**src/rtl/masked_share_source_if.sv**
```systemverilog
// Bundle between masked_share_source and its environment: seed load, operand
// input handshake, share-set output handshake, plus status/debug.
//
// Handshake: a transfer happens on a rising clk edge where valid and ready are
// both high; the valid side holds its payload stable until that edge, and ready
// may depend combinationally on valid, never the reverse.
interface masked_share_source_if #(
   parameter int LFSR_W = 32
);
   logic              seed_valid;
   logic [LFSR_W-1:0] seed;
   logic              in_valid;
   logic              in_ready;
   logic              i_a;
   logic              i_b;
   logic              out_valid;
   logic              out_ready;
   logic              o_a0;
   logic              o_a1;
   logic              o_b0;
   logic              o_b1;
   logic              o_rN;
   logic              busy;
   logic              dbg_state;

   // master: the environment driving operands/seed and consuming shares
   modport master (
      output seed_valid, seed, in_valid, i_a, i_b, out_ready,
      input  in_ready, out_valid, o_a0, o_a1, o_b0, o_b1, o_rN, busy, dbg_state
   );

   // slave: the share source itself
   modport slave (
      input  seed_valid, seed, in_valid, i_a, i_b, out_ready,
      output in_ready, out_valid, o_a0, o_a1, o_b0, o_b1, o_rN, busy, dbg_state
   );
endinterface

```
**src/rtl/masked_share_source.sv**
```systemverilog
// Splits operands a/b into two Boolean shares each and supplies a fresh random
// bit, drawn from a reseedable Galois LFSR that free-runs for WARMUP cycles.
module masked_share_source #(
   parameter int                LFSR_W       = 32,
   parameter logic [LFSR_W-1:0] POLY         = 32'h80200003,
   parameter logic [LFSR_W-1:0] DEFAULT_SEED = 32'hACE1ACE1,
   parameter int                WARMUP       = 16
) (
   input logic                  clk,
   input logic                  rst,
   masked_share_source_if.slave bus
);

   typedef enum logic [0:0] {
      ST_WARM  = 1'b0,
      ST_READY = 1'b1
   } state_t;

   localparam int                CNT_W      = (WARMUP > 1) ? $clog2(WARMUP) : 1;
   localparam logic [CNT_W-1:0]  WARM_LAST  = CNT_W'((WARMUP > 0) ? (WARMUP - 1) : 0);
   localparam state_t            INIT_STATE = (WARMUP == 0) ? ST_READY : ST_WARM;

   state_t            state_q, state_d;
   logic [CNT_W-1:0]  cnt_q, cnt_d;
   logic [LFSR_W-1:0] lfsr_q, lfsr_d;
   logic              out_valid_q;
   logic              o_a0_q, o_a1_q, o_b0_q, o_b1_q, o_rn_q;
   logic              in_ready_c;
   logic              accept;

   function automatic logic [LFSR_W-1:0] step(input logic [LFSR_W-1:0] x);
      return (x >> 1) ^ (x[0] ? POLY : '0);
   endfunction

   always_comb begin
      state_d    = state_q;
      cnt_d      = cnt_q;
      lfsr_d     = lfsr_q;
      accept     = 1'b0;
      // a seed load blocks the operand port for its cycle
      in_ready_c = (state_q == ST_READY) && (!out_valid_q || bus.out_ready) && !bus.seed_valid;
      if (bus.seed_valid) begin
         state_d = INIT_STATE;
         cnt_d   = '0;
         lfsr_d  = (bus.seed == '0) ? DEFAULT_SEED : bus.seed;
      end else if (state_q == ST_WARM) begin
         lfsr_d = step(lfsr_q);
         cnt_d  = cnt_q + 1'b1;
         if (cnt_q == WARM_LAST) begin
            state_d = ST_READY;
         end
      end else if (bus.in_valid && in_ready_c) begin
         accept = 1'b1;
         // three bits are consumed per transaction, so advance three steps
         lfsr_d = step(step(step(lfsr_q)));
      end
   end

   always_ff @(posedge clk) begin
      if (rst) begin
         state_q <= INIT_STATE;
         cnt_q   <= '0;
         lfsr_q  <= DEFAULT_SEED;
      end else begin
         state_q <= state_d;
         cnt_q   <= cnt_d;
         lfsr_q  <= lfsr_d;
      end
   end

   // share register: masks come from the pre-advance LFSR value
   always_ff @(posedge clk) begin
      if (rst) begin
         out_valid_q <= 1'b0;
         o_a0_q      <= 1'b0;
         o_a1_q      <= 1'b0;
         o_b0_q      <= 1'b0;
         o_b1_q      <= 1'b0;
         o_rn_q      <= 1'b0;
      end else if (bus.seed_valid) begin
         out_valid_q <= 1'b0;
      end else if (accept) begin
         out_valid_q <= 1'b1;
         o_a0_q      <= bus.i_a ^ lfsr_q[0];
         o_a1_q      <= lfsr_q[0];
         o_b0_q      <= bus.i_b ^ lfsr_q[1];
         o_b1_q      <= lfsr_q[1];
         o_rn_q      <= lfsr_q[2];
      end else if (bus.out_ready) begin
         out_valid_q <= 1'b0;
      end
   end

   assign bus.in_ready  = in_ready_c;
   assign bus.out_valid = out_valid_q;
   assign bus.o_a0      = o_a0_q;
   assign bus.o_a1      = o_a1_q;
   assign bus.o_b0      = o_b0_q;
   assign bus.o_b1      = o_b1_q;
   assign bus.o_rN      = o_rn_q;
   assign bus.busy      = (state_q == ST_WARM);
   assign bus.dbg_state = state_q;

endmodule

```
**src/flat_wrapper.sv**
```systemverilog
// flat-port wrapper written by rule: the top's interface ports become plain ports
module masked_share_source_flat 
#(
   parameter int                LFSR_W       = 32,
   parameter logic [LFSR_W-1:0] POLY         = 32'h80200003,
   parameter logic [LFSR_W-1:0] DEFAULT_SEED = 32'hACE1ACE1,
   parameter int                WARMUP       = 16
)
  (clk, rst, bus_seed_valid, bus_seed, bus_in_valid, bus_i_a, bus_i_b, bus_out_ready, bus_in_ready, bus_out_valid, bus_o_a0, bus_o_a1, bus_o_b0, bus_o_b1, bus_o_rN, bus_busy, bus_dbg_state);
  masked_share_source_if #(.LFSR_W(LFSR_W)) bus_i ();
  input logic clk;
  input logic rst;
  input wire logic [$bits(bus_i.seed_valid)-1:0] bus_seed_valid;
  input wire logic [$bits(bus_i.seed)-1:0] bus_seed;
  input wire logic [$bits(bus_i.in_valid)-1:0] bus_in_valid;
  input wire logic [$bits(bus_i.i_a)-1:0] bus_i_a;
  input wire logic [$bits(bus_i.i_b)-1:0] bus_i_b;
  input wire logic [$bits(bus_i.out_ready)-1:0] bus_out_ready;
  output wire logic [$bits(bus_i.in_ready)-1:0] bus_in_ready;
  output wire logic [$bits(bus_i.out_valid)-1:0] bus_out_valid;
  output wire logic [$bits(bus_i.o_a0)-1:0] bus_o_a0;
  output wire logic [$bits(bus_i.o_a1)-1:0] bus_o_a1;
  output wire logic [$bits(bus_i.o_b0)-1:0] bus_o_b0;
  output wire logic [$bits(bus_i.o_b1)-1:0] bus_o_b1;
  output wire logic [$bits(bus_i.o_rN)-1:0] bus_o_rN;
  output wire logic [$bits(bus_i.busy)-1:0] bus_busy;
  output wire logic [$bits(bus_i.dbg_state)-1:0] bus_dbg_state;
  assign bus_i.seed_valid = bus_seed_valid;
  assign bus_i.seed = bus_seed;
  assign bus_i.in_valid = bus_in_valid;
  assign bus_i.i_a = bus_i_a;
  assign bus_i.i_b = bus_i_b;
  assign bus_i.out_ready = bus_out_ready;
  assign bus_in_ready = bus_i.in_ready;
  assign bus_out_valid = bus_i.out_valid;
  assign bus_o_a0 = bus_i.o_a0;
  assign bus_o_a1 = bus_i.o_a1;
  assign bus_o_b0 = bus_i.o_b0;
  assign bus_o_b1 = bus_i.o_b1;
  assign bus_o_rN = bus_i.o_rN;
  assign bus_busy = bus_i.busy;
  assign bus_dbg_state = bus_i.dbg_state;
  masked_share_source #(.LFSR_W(LFSR_W), .POLY(POLY), .DEFAULT_SEED(DEFAULT_SEED), .WARMUP(WARMUP)) u_core (.clk(clk), .rst(rst), .bus(bus_i));
endmodule
```
**config.mk**
```make
export PLATFORM = sky130hd
export DESIGN_NAME = masked_share_source_flat
export DESIGN_NICKNAME = d
export VERILOG_FILES = /design/src/rtl/masked_share_source_if.sv /design/src/rtl/masked_share_source.sv /design/src/flat_wrapper.sv
export SDC_FILE = /design/constraint.sdc
export NUM_CORES = 1
export LEC_CHECK = 0
export ABC_AREA = 0
export CAP_MARGIN = 15
export CORE_UTILIZATION = 50
export DETAILED_ROUTE_END_ITERATION = 8
export GPL_TIMING_DRIVEN = 1
export PLACE_DENSITY = 0.77
export SETUP_SLACK_MARGIN = 0.02
export SLEW_MARGIN = 20
export SYNTH_ARGS = -nofsm -noshare
export SYNTH_HDL_FRONTEND = slang
export SYNTH_SLANG_ARGS = --single-unit
```
**constraint.sdc**
```tcl
create_clock -name clk -period 2.5 [get_ports clk]
set_input_delay 0.5 -clock clk [delete_from_list [all_inputs] [get_ports clk]]
set_output_delay 0.5 -clock clk [all_outputs]
set_load 0.005 [all_outputs]
```
==> results of run 1 <==
[sequential cells by signal (all words and copies together) (netlist names)]
signal	count
u_core.bus.o_b1	1
u_core.bus.o_rN	1
u_core.lfsr_q	32
u_core.bus.o_b0	1
u_core.bus.o_a0	1
u_core.bus.out_valid	1
u_core.bus.o_a1	1
u_core.bus.dbg_state	1
u_core.cnt_q	4
[power breakdown]
part	switching, W	internal, W
combinational	0.000110	0.000134
clock	0.000231	0.000293
sequential	0.0000444	0.000726
[worst max-delay path by stage]
| stage | from | endpoint | slack, ns | cells after the start |
|---|---|---|---|---|
| after global placement | bus_out_ready | bus_in_ready | 0.18 | 4 |
| after floorplan | bus_seed[9] | u_core.lfsr_q[10] | 1.06 | 6 |
| final | bus_out_ready | bus_in_ready | 0.19 | 4 |
| after detailed placement | bus_out_ready | bus_in_ready | 0.18 | 4 |
| after global routing | bus_out_ready | bus_in_ready | 0.1 | 4 |
| after CTS | bus_out_ready | bus_in_ready | 0.17 | 4 |
[worst min-delay path, cell delays in order, from the launching register on]
cell and delay, ns:
dfxtp_1 0.33, nand2_1 0.06, a21oi_1 0.05
[cells in the mapped netlist, types with 2 or more instances]
| master | count |
|---|---|
| clkbuf_1 | 11 |
| buf_6 | 8 |
| or3_1 | 13 |
| dfxtp_1 | 43 |
| a21oi_1 | 43 |
| nor3_1 | 3 |
| nor4_1 | 9 |
| o211ai_1 | 25 |
| a211oi_1 | 8 |
| nor2_1 | 30 |
| nor2b_1 | 3 |
| inv_1 | 2 |
| mux2i_1 | 19 |
| a31oi_1 | 13 |
| and4_1 | 2 |
| nand2_1 | 24 |
| xor2_1 | 5 |
| buf_2 | 3 |
| xnor2_1 | 8 |
| buf_4 | 8 |
[stage by stage]
step / total power (W) / cell area [µm²] / utilization / std cells
after floorplan: 0.000915 / 2510 / - / 303
after global placement: 0.00102 / 2970 / 0.621 / 402
after detailed placement: 0.00103 / 2970 / 0.621 / 402
after CTS: 0.00155 / 3080 / 0.643 / 409
after global routing: 0.00161 / 3080 / 0.643 / 409
final: 0.00154 / 3080 / 0.643 / 409
[kinds of logic (layout without fill, tap and decap cells)]
group,count (synthesis),in the layout,synth area share
compound gates,101,101,0.263
buf+inv,35,74,0.0902
mux,19,19,0.0758
flops,43,43,0.343
simple gates,91,91,0.178
fa+ha+maj,1,1,0.00498
xor+xnor,13,13,0.0454
[final cells by class]
class,count,area share
well taps,67,0.0273
flip-flops and latches,43,0.280
inverters,4,0.00488
multi-input cells,225,0.463
clock buffers,6,0.0236
repair buffers,63,0.192
clock inverters,1,0.00976
[metal layers]
| layer | global-route usage | wire length, µm | share of wire |
|---|---|---|---|
| met4 | 0.0763 | 62 | 0.0094 |
| met2 | 0.423 | 3010 | 0.45 |
| met3 | 0.0552 | 531 | 0.080 |
| met1 | 0.360 | 3020 | 0.46 |
| met5 | 0 | 0 | 0 |
==> impl_results.md, run 1 <==
- ANT nets after route: 0
- Routability Congestion: 0.825
- Total grt overflow: 0
- R2R Setup Slk: 0.77 ns
- Ys Warns: 0
- I/O pin total: 48
- Most used cell along the critical path: clkdlybuf4s50_1
- Pwr dens: 501 mW/mm²
- CP startpoint kind: input port
- Synth cell types: 43
- Synth top area share: 0.343
- Max Cap Viol: 0
- Critical Path End Type: output pin
- Syn Inst Count: 303
- Clock latency at the later pin of the worst-skew pair: 0.29 ns
- Placement Setup Slack: 0.181 ns
- Die Ht: 72.9 µm
- Hold/Removal Path Class: register to register
- Share of cells above drive strength 1: 0.0877
- Max Slew Vio Count: 0
- RSZ-0062 raised after global routing: no
- H-tree depth: 2
- Post-DP HPWL: 4.65 mm
- Crit path buf inv count: 2
- Hold slack: 0.474 ns
- Multi-input logic area: 0.00142 mm²
- Die Footprint: 0.00531 mm²
- Largest net degree at the start of global routing: 35
- Arrival @ worst endpoint: 1.81 ns
- DR pass1 iterations: 4
- Per-cell routed wire length: 16.2 µm
- Initial drt markers: 265
- Hold Crit Start: u_core.lfsr_q[9]
- TritonCTS Buffers: 5
- Total track usage: 0.264
- Post-synthesis register bit count: 43
- Core Region: 0.00479 mm²
- TNS Setup: 0 ns
- Initial Util: 0.524
- Syn Nets: 343
- Worst hold stages: 2
- CTS root buf: clkbuf_8
- Worst flop-to-flop path startpoint: u_core.bus.dbg_state
- Asr flop ratio synth: 0
- Vias in the first global route: 2326
- Syn Area/Cell: 8.28 µm²
- Crit path kind: input port to output pin
- Outcome: completed
- Slowest library cell on the worst path: clkdlybuf4s50_1
- Worst vdd ir: 357 µV
- Post-synth top flop: dfxtp_1
- Hold EP: u_core.lfsr_q[9]
- Clk_skew: 0.00505 ns
- Seq/Total Area, Yosys: 0.343
- Critical Path, Cell by Cell: clkdlybuf4s50_1 > nor2b_1 > nor3_1 > clkdlybuf4s50_1
- Synth top area cells: dfxtp_1, a21oi_1, mux2i_1
- Max Fanout on Critical Path: 3
- Most common cell after layout, fill and taps aside: clkdlybuf4s50_1
- Final setup fails: 0
- Die Wd: 72.9 µm
- First-pass GRT wire length: 10.9 mm
- Clock Pin Slew Worst Setup and Hold Paths: 0.08 ns
- Layout fillers: 424
- Most frequent cells in the layout: clkdlybuf4s50_1, a21oi_1, dfxtp_1
- CTS-repair resized insts: 0
- # rows: 25
- Diodes inserted: 0
- CTS Hold Bufs: 0
- Layout area overhead: 22.5%
- R2r worst-path depth: 6
- Critical path required time: 2.00 ns
- Crit-path max cell delay: 0.54 ns
- Final Hold Violating Endpoints: 0
- Detailed-route via count: 2415
- DRC: 0
- CP delay by family, top: buffers and inverters
- Max frequency: 432 MHz
- Port bufs: 47
- Tmin final: 2.31 ns
- Area leader, netlist: dfxtp_1
- P_leak: 1.11 nW
- Crit share post-route: 0.925
- Drt total wl: 6.62 mm
- Register area: 861 µm²
- Vias/cell: 5.90
- Clock Tree Buf Depth: 2
- Postcts setup bufs: 0
- Post-synth EDFFs: 0
- Final setup margin: 0.186 ns
- Worst r2r dst: u_core.lfsr_q[19]
- CTS sink count: 43
- Initial antenna violation count: 0
- Final net count: 382
- Slew HR: 0.514
- CTS tree: built
- Cell area after synthesis: 0.00251 mm²
- Worst slew pin tran: 0.729 ns
Note: power is estimated with default switching activity, not from simulation.
==> run 2, diff against run 1 <==
DONT_BUFFER_PORTS = 1   (was not set)
PLACE_DENSITY = not set   (was 0.77)
==> run 2 against run 1 <==
Effect of this change:
- power is 14% lower
- via count is 8.5% lower
- final cell count is 14% lower
- critical path type is now register to output pin
- register-to-register slack better by 0.04 ns
- combinational power is 41% lower
- first-iteration DRC count is 24% lower
- setup slack better by 0.28 ns
- sequential power hardly changed
- highest routed layer unchanged
- clock power is 20% lower
- clock skew is 0.0050 ns higher
==> impl_results.md, run 2 (synthesis results as in run 1) <==
- Clock Pin Slew Worst Setup and Hold Paths: 0.07 ns (about the same)
- Worst hold stages: 1 (-1)
- Share of cells above drive strength 1: 0.0737 (-0.0140)
- Top reg by flops: u_core.lfsr_q
- ANT nets after route: 0 (unchanged)
- Postcts setup bufs: 0 (unchanged)
- Port bufs: 0 (-100%)
- Clock latency at the later pin of the worst-skew pair: 0.29 ns (about the same)
- Die Footprint: 0.00531 mm² (unchanged)
- Biggest regs: u_core.lfsr_q x32, u_core.cnt_q x4
- R2R Setup Slk: 0.81 ns (+0.04 ns)
- CTS-repair resized insts: 0 (unchanged)
- Max Cap Viol: 0 (unchanged)
- Max Slew Vio Count: 0 (unchanged)
- RSZ-0062 raised after global routing: no
- Diodes inserted: 0 (unchanged)
- Vias in the first global route: 2009 (-14%)
- Die Ht: 72.9 µm (unchanged)
- Post-DP HPWL: 4.26 mm (-8.3%)
- Worst flop-to-flop path startpoint: u_core.bus.dbg_state
- Most common cell after layout, fill and taps aside: a21oi_1
- H-tree depth: 2 (unchanged)
- Total grt overflow: 0 (unchanged)
- Pwr dens: 525 mW/mm² (+5.0%)
- CP startpoint kind: register
- Max Fanout on Critical Path: 19 (+16)
- Worst r2r dst: u_core.lfsr_q[19]
- Max reg flops: 32 (unchanged)
- Largest net degree at the start of global routing: 40 (+14%)
- # rows: 25 (unchanged)
- CTS sink count: 43 (unchanged)
- Max frequency: 491 MHz (+14%)
- Tmin final: 2.04 ns (-0.276 ns)
- Placed cell area: 0.00246 mm² (-17%)
- TritonCTS Buffers: 5 (unchanged)
- TNS Setup: 0 ns (unchanged)
- Slew HR: 0.577 (+0.0626)
- Outcome: completed
- Detailed-route via count: 2209 (-8.5%)
- Drt total wl: 6.42 mm (-3.0%)
- Core Region: 0.00479 mm² (unchanged)
- Vias/cell: 6.28 (+6.3%)
- DR pass1 iterations: 4 (unchanged)
- Critical Path End Type: output pin
- Clk_skew: 0.0101 ns (+0.00501 ns)
- I/O pin total: 48 (unchanged)
- Die Wd: 72.9 µm (unchanged)
- Clock Tree Buf Depth: 2 (unchanged)
- Total track usage: 0.256 (-0.00806)
- Arrival @ worst endpoint: 1.54 ns (-0.27 ns)
- Cell area after layout: 0.00253 mm² (-18%)
- CTS tree: built
- First-pass GRT wire length: 10.3 mm (-6.2%)
- R2r worst-path depth: 5 (-1)
- Crit share post-route: 0.815 (-0.110)
- Final setup margin: 0.463 ns (+0.276 ns)
- Layout fillers: 478 (+13%)
- Most frequent cells in the layout: a21oi_1, dfxtp_1, nor2_1
- Worst vdd ir: 312 µV (-12%)
- Initial Util: 0.524 (unchanged)
- Crit path kind: register to output pin
- Layout area overhead: 0.947%
- P_leak: 0.878 nW (-21%)
- CTS root buf: clkbuf_8
- DRC: 0 (unchanged)
- Per-cell routed wire length: 18.2 µm (+13%)
- Worst slew pin tran: 0.635 ns (-0.0939 ns)
- Hold EP: u_core.bus.o_b1
- Hold Crit Start: rst
- Routability Congestion: 0.868 (+5.1%)
- Fin cells: 352 (-14%)
- Initial antenna violation count: 0 (unchanged)
- CTS Hold Bufs: 0 (unchanged)
- Hold/Removal Path Class: input port to register
- Critical path required time: 2.00 ns (about the same)
- Tot Pwr: 0.00133 W (-14%)
- Final setup fails: 0 (unchanged)
- Placement Setup Slack: 0.543 ns (+0.362 ns)
- Cell total after placement: 346 (-14%)
- Final Hold Violating Endpoints: 0 (unchanged)
- Final net count: 326 (-15%)
- Initial drt markers: 202 (-24%)
[run 2: cell types whose count changed in the layout (fill, tap and decap cells not counted), sizes merged]
| cell | previous run | this run |
|---|---|---|
| clkdlybuf4s50 | 47 | 0 |
| bufinv | 1 | 0 |
| buf | 16 | 7 |
[run 2: area by class of cell]
| type | instances | area (µm²) | share of cell area |
|---|---|---|---|
| flip-flops and latches | 43 | 862 | 0.340 |
| multi-input cells | 225 | 1420 | 0.561 |
| well taps | 67 | 83.8 | 0.0331 |
| clock buffers | 6 | 72.6 | 0.0286 |
| repair buffers | 7 | 77.6 | 0.0306 |
| inverters | 4 | 15.0 | 0.00593 |
[run 2: worst max-delay path by stage]
| stage | startpoint | end | cells after the start |
|---|---|---|---|
| 2_1_floorplan | bus_seed[9] | u_core.lfsr_q[10] | 6 |
| 3_3_place_gp | bus_seed[6] | u_core.lfsr_q[21] | 5 |
| 3_5_place_dp | bus_seed[6] | u_core.lfsr_q[21] | 5 |
| 4_1_cts | u_core.bus.dbg_state | bus_in_ready | 3 |
| 5_1_grt | u_core.bus.dbg_state | bus_in_ready | 3 |
| 6_report | u_core.bus.dbg_state | bus_in_ready | 3 |
[run 2: routing by layer]
layer  GRT usage  vias to the layer above  share of wire
li1            -                     1075              -
met1       0.363                     1068           0.45
met2       0.387                       60           0.48
met3      0.0552                        6          0.056
met4      0.0828                        0          0.012
met5           0                        -              0
[run 2: worst max-delay path, stage by stage, from the launching register on]
cell,delay [ns]
dfxtp_2,0.53
buf_4,0.27
inv_2,0.18
nor3_1,0.27
[run 2: stage by stage]
stage               hold WS, ns   util
finish                    0.272  0.529
global route              0.253  0.529
CTS                       0.256  0.529
detailed placement        0.459  0.514
global placement          0.450  0.514
floorplan                 0.444      -
[run 2: where the power goes]
part	leakage, nW	internal [W]	total, W	switching, W
registers	0.357	0.000726	0.000770	0.0000438
clock network	0.0371	0.000187	0.000417	0.000230
logic	0.484	0.0000771	0.000145	0.0000678
total	0.878	0.000990	0.00133	0.000341
==> run 3, diff against run 2 <==
clock period = 2 ns   (was 2.5 ns; I/O delays follow)
==> run 3 against run 2 <==
Effect of this change:
- utilization is 0.50 points higher
- combinational power is 26% higher
- clock-buffer cell count is 1 higher
- critical endpoint is now u_core.lfsr_q[24]
- sequential power is 25% higher
- largest power group unchanged
- setup slack worse by 0.092 ns
- final cell count is 1.1% higher
- global-route usage is 0.48 points higher
- critical path depth is 2 higher
==> impl_results.md, run 3 (synthesis results as in run 1) <==
- Clock Tree Buf Depth: 2 (unchanged)
- H-tree depth: 2 (unchanged)
- Critical path required time: 2.24 ns (+0.24 ns)
- Max Slew Vio Count: 0 (unchanged)
- Detailed-route via count: 2164 (-2.0%)
- Die Footprint: 0.00531 mm² (unchanged)
- Crit share post-route: 0.814
- Postcts setup bufs: 0 (unchanged)
- Clock Pin Slew Worst Setup and Hold Paths: 0.09 ns (+0.02 ns)
- Port bufs: 0 (unchanged)
- Routability Congestion: 0.753 (-13%)
- Drt total wl: 6.40 mm (-0.28%)
- I/O pin total: 48 (unchanged)
- Vias in the first global route: 2136 (+6.3%)
- Gr busiest metal: met2
- Met3 GRT Util: 0.0594 (+0.00414)
- Max reg flops: 32 (unchanged)
- Clock latency at the later pin of the worst-skew pair: 0.30 ns (about the same)
- Most common cell after layout, fill and taps aside: a21oi_1
- Initial drt markers: 141 (-30%)
- Top reg by flops: u_core.lfsr_q
- Final setup fails: 0 (unchanged)
- Max frequency: 614 MHz
- Worst hold stages: 1 (unchanged)
- WP depth: 5 (+2)
- Slew HR: 0.514 (-0.0623)
- Critical Path, Cell by Cell: nor2b_1 > o21ai_2 > buf_4 > o211ai_1 > a21oi_1
- Worst flop-to-flop path startpoint: u_core.bus.out_valid
- Share of cells above drive strength 1: 0.0830 (+0.00936)
- Largest net degree at the start of global routing: 44 (+10%)
- TNS Setup: 0 ns (unchanged)
- Die Ht: 72.9 µm (unchanged)
- Tot Pwr: 0.00169 W (+27%)
- Critical Path End Type: register
- Final net count: 328 (+0.61%)
- Hold Crit Start: rst
- Initial Util: 0.524 (unchanged)
- Initial antenna violation count: 0 (unchanged)
- CTS Hold Bufs: 0 (unchanged)
- CTS tree: built
- R2r worst-path depth: 5 (unchanged)
- Post-DP HPWL: 4.20 mm (-1.5%)
- TritonCTS Buffers: 5 (unchanged)
- First-pass GRT wire length: 10.6 mm (+3.6%)
- GR Util met2: 0.406 (+0.0187)
- Core Region: 0.00479 mm² (unchanged)
- M1 GR Usage: 0.362 (-0.00186)
- Outcome: completed
- Worst vdd ir: 391 µV (+25%)
- CP delay by family, top: compound AO/OA/AOI/OAI gates
- Final Hold Violating Endpoints: 0 (unchanged)
- RSZ-0062 raised after global routing: no
- CTS sink count: 43 (unchanged)
- Most frequent cells in the layout: a21oi_1, dfxtp_1, nor2_1
- DR pass1 iterations: 4 (unchanged)
- # rows: 25 (unchanged)
- Pwr dens: 660 mW/mm² (+26%)
- Layout area overhead: 1.89%
- Crit-path max cell delay: 0.58 ns (+0.05 ns)
- Die Wd: 72.9 µm (unchanged)
- Max Fanout on Critical Path: 14 (-5)
- CTS root buf: clkbuf_8
- Total track usage: 0.261 (+0.00482)
- ANT nets after route: 0 (unchanged)
- Cell total after placement: 348 (+0.58%)
- Slowest library cell on the worst path: o21ai_2
- Clk_skew: 0.00964 ns (-0.000426 ns)
- Total grt overflow: 0 (unchanged)
- Biggest regs: u_core.lfsr_q x32, u_core.cnt_q x4
- P_leak: 0.894 nW (+1.8%)
- Crit path from: u_core.bus.out_valid
- Arrival @ worst endpoint: 1.87 ns (+0.33 ns)
- Crit path buf inv count: 1 (-1)
- Max Cap Viol: 0 (unchanged)
- Tmin final: 1.63 ns
- Vias/cell: 6.08 (-3.1%)
- Hold/Removal Path Class: input port to register
- Fin cells: 356 (+1.1%)
- DRC: 0 (unchanged)
- Crit path kind: register to register
- R2R Setup Slk: 0.37 ns (-0.44 ns)
- CP startpoint kind: register
- CTS-repair resized insts: 0 (unchanged)
- Util after Layout: 0.534 (+0.00497)
- Worst slew pin tran: 0.728 ns (+0.0933 ns)
- Diodes inserted: 0 (unchanged)
- Per-cell routed wire length: 18.0 µm (-1.4%)
[run 3: cell count changes in the layout (fill, tap and decap cells not counted), sizes merged]
cell	delta
buf	+2
clkbuf	+1
clkinv	+1
[run 3: worst paths after layout]
check	endpoint
setup / recovery	u_core.lfsr_q[24]
hold / removal	u_core.bus.o_a1
setup reg to reg	u_core.lfsr_q[24]
hold reg to reg	u_core.lfsr_q[14]
[run 3: stage by stage]
step	area (µm²)	hold slack, ns	setup WS, ns
floorplan	2510	0.444	0.659
global placement	2480	0.449	0.333
detailed placement	2480	0.459	0.328
CTS	2560	0.155	0.347
global route	2560	0.150	0.160
finish	2560	0.165	0.371
[run 3: worst register-to-register path, delay by kind of cell, from the launching register on]
family | cells | cell delay (ns)
buffers and inverters | 1 | 0.24
AOI/OAI and AO/OA | 3 | 0.83
DFF | 1 | 0.34
and+or+nand+nor | 1 | 0.17
[run 3: where the power goes]
part / internal (W) / switching, W
sequential: 0.000908 / 0.0000523
combinational: 0.0000971 / 0.0000852
clock: 0.000246 / 0.000299
total: 0.00125 / 0.000437
[run 3: routing by layer]
metal / part of all wire / vias up
met3: 0.058 / 6
li1: - / 1078
met1: 0.46 / 1023
met2: 0.47 / 57
met4: 0.010 / 0
met5: 0 / -
[run 3: area by class of cell]
cell class | instances | area, µm²
clock inverter | 1 | 5.00
fill | 464 | 2230
multi-input combinational | 225 | 1420
sequential | 43 | 862
timing repair buffer | 9 | 92.6
inverter | 4 | 15.0
clock buffer | 7 | 76.3
tap | 67 | 83.8
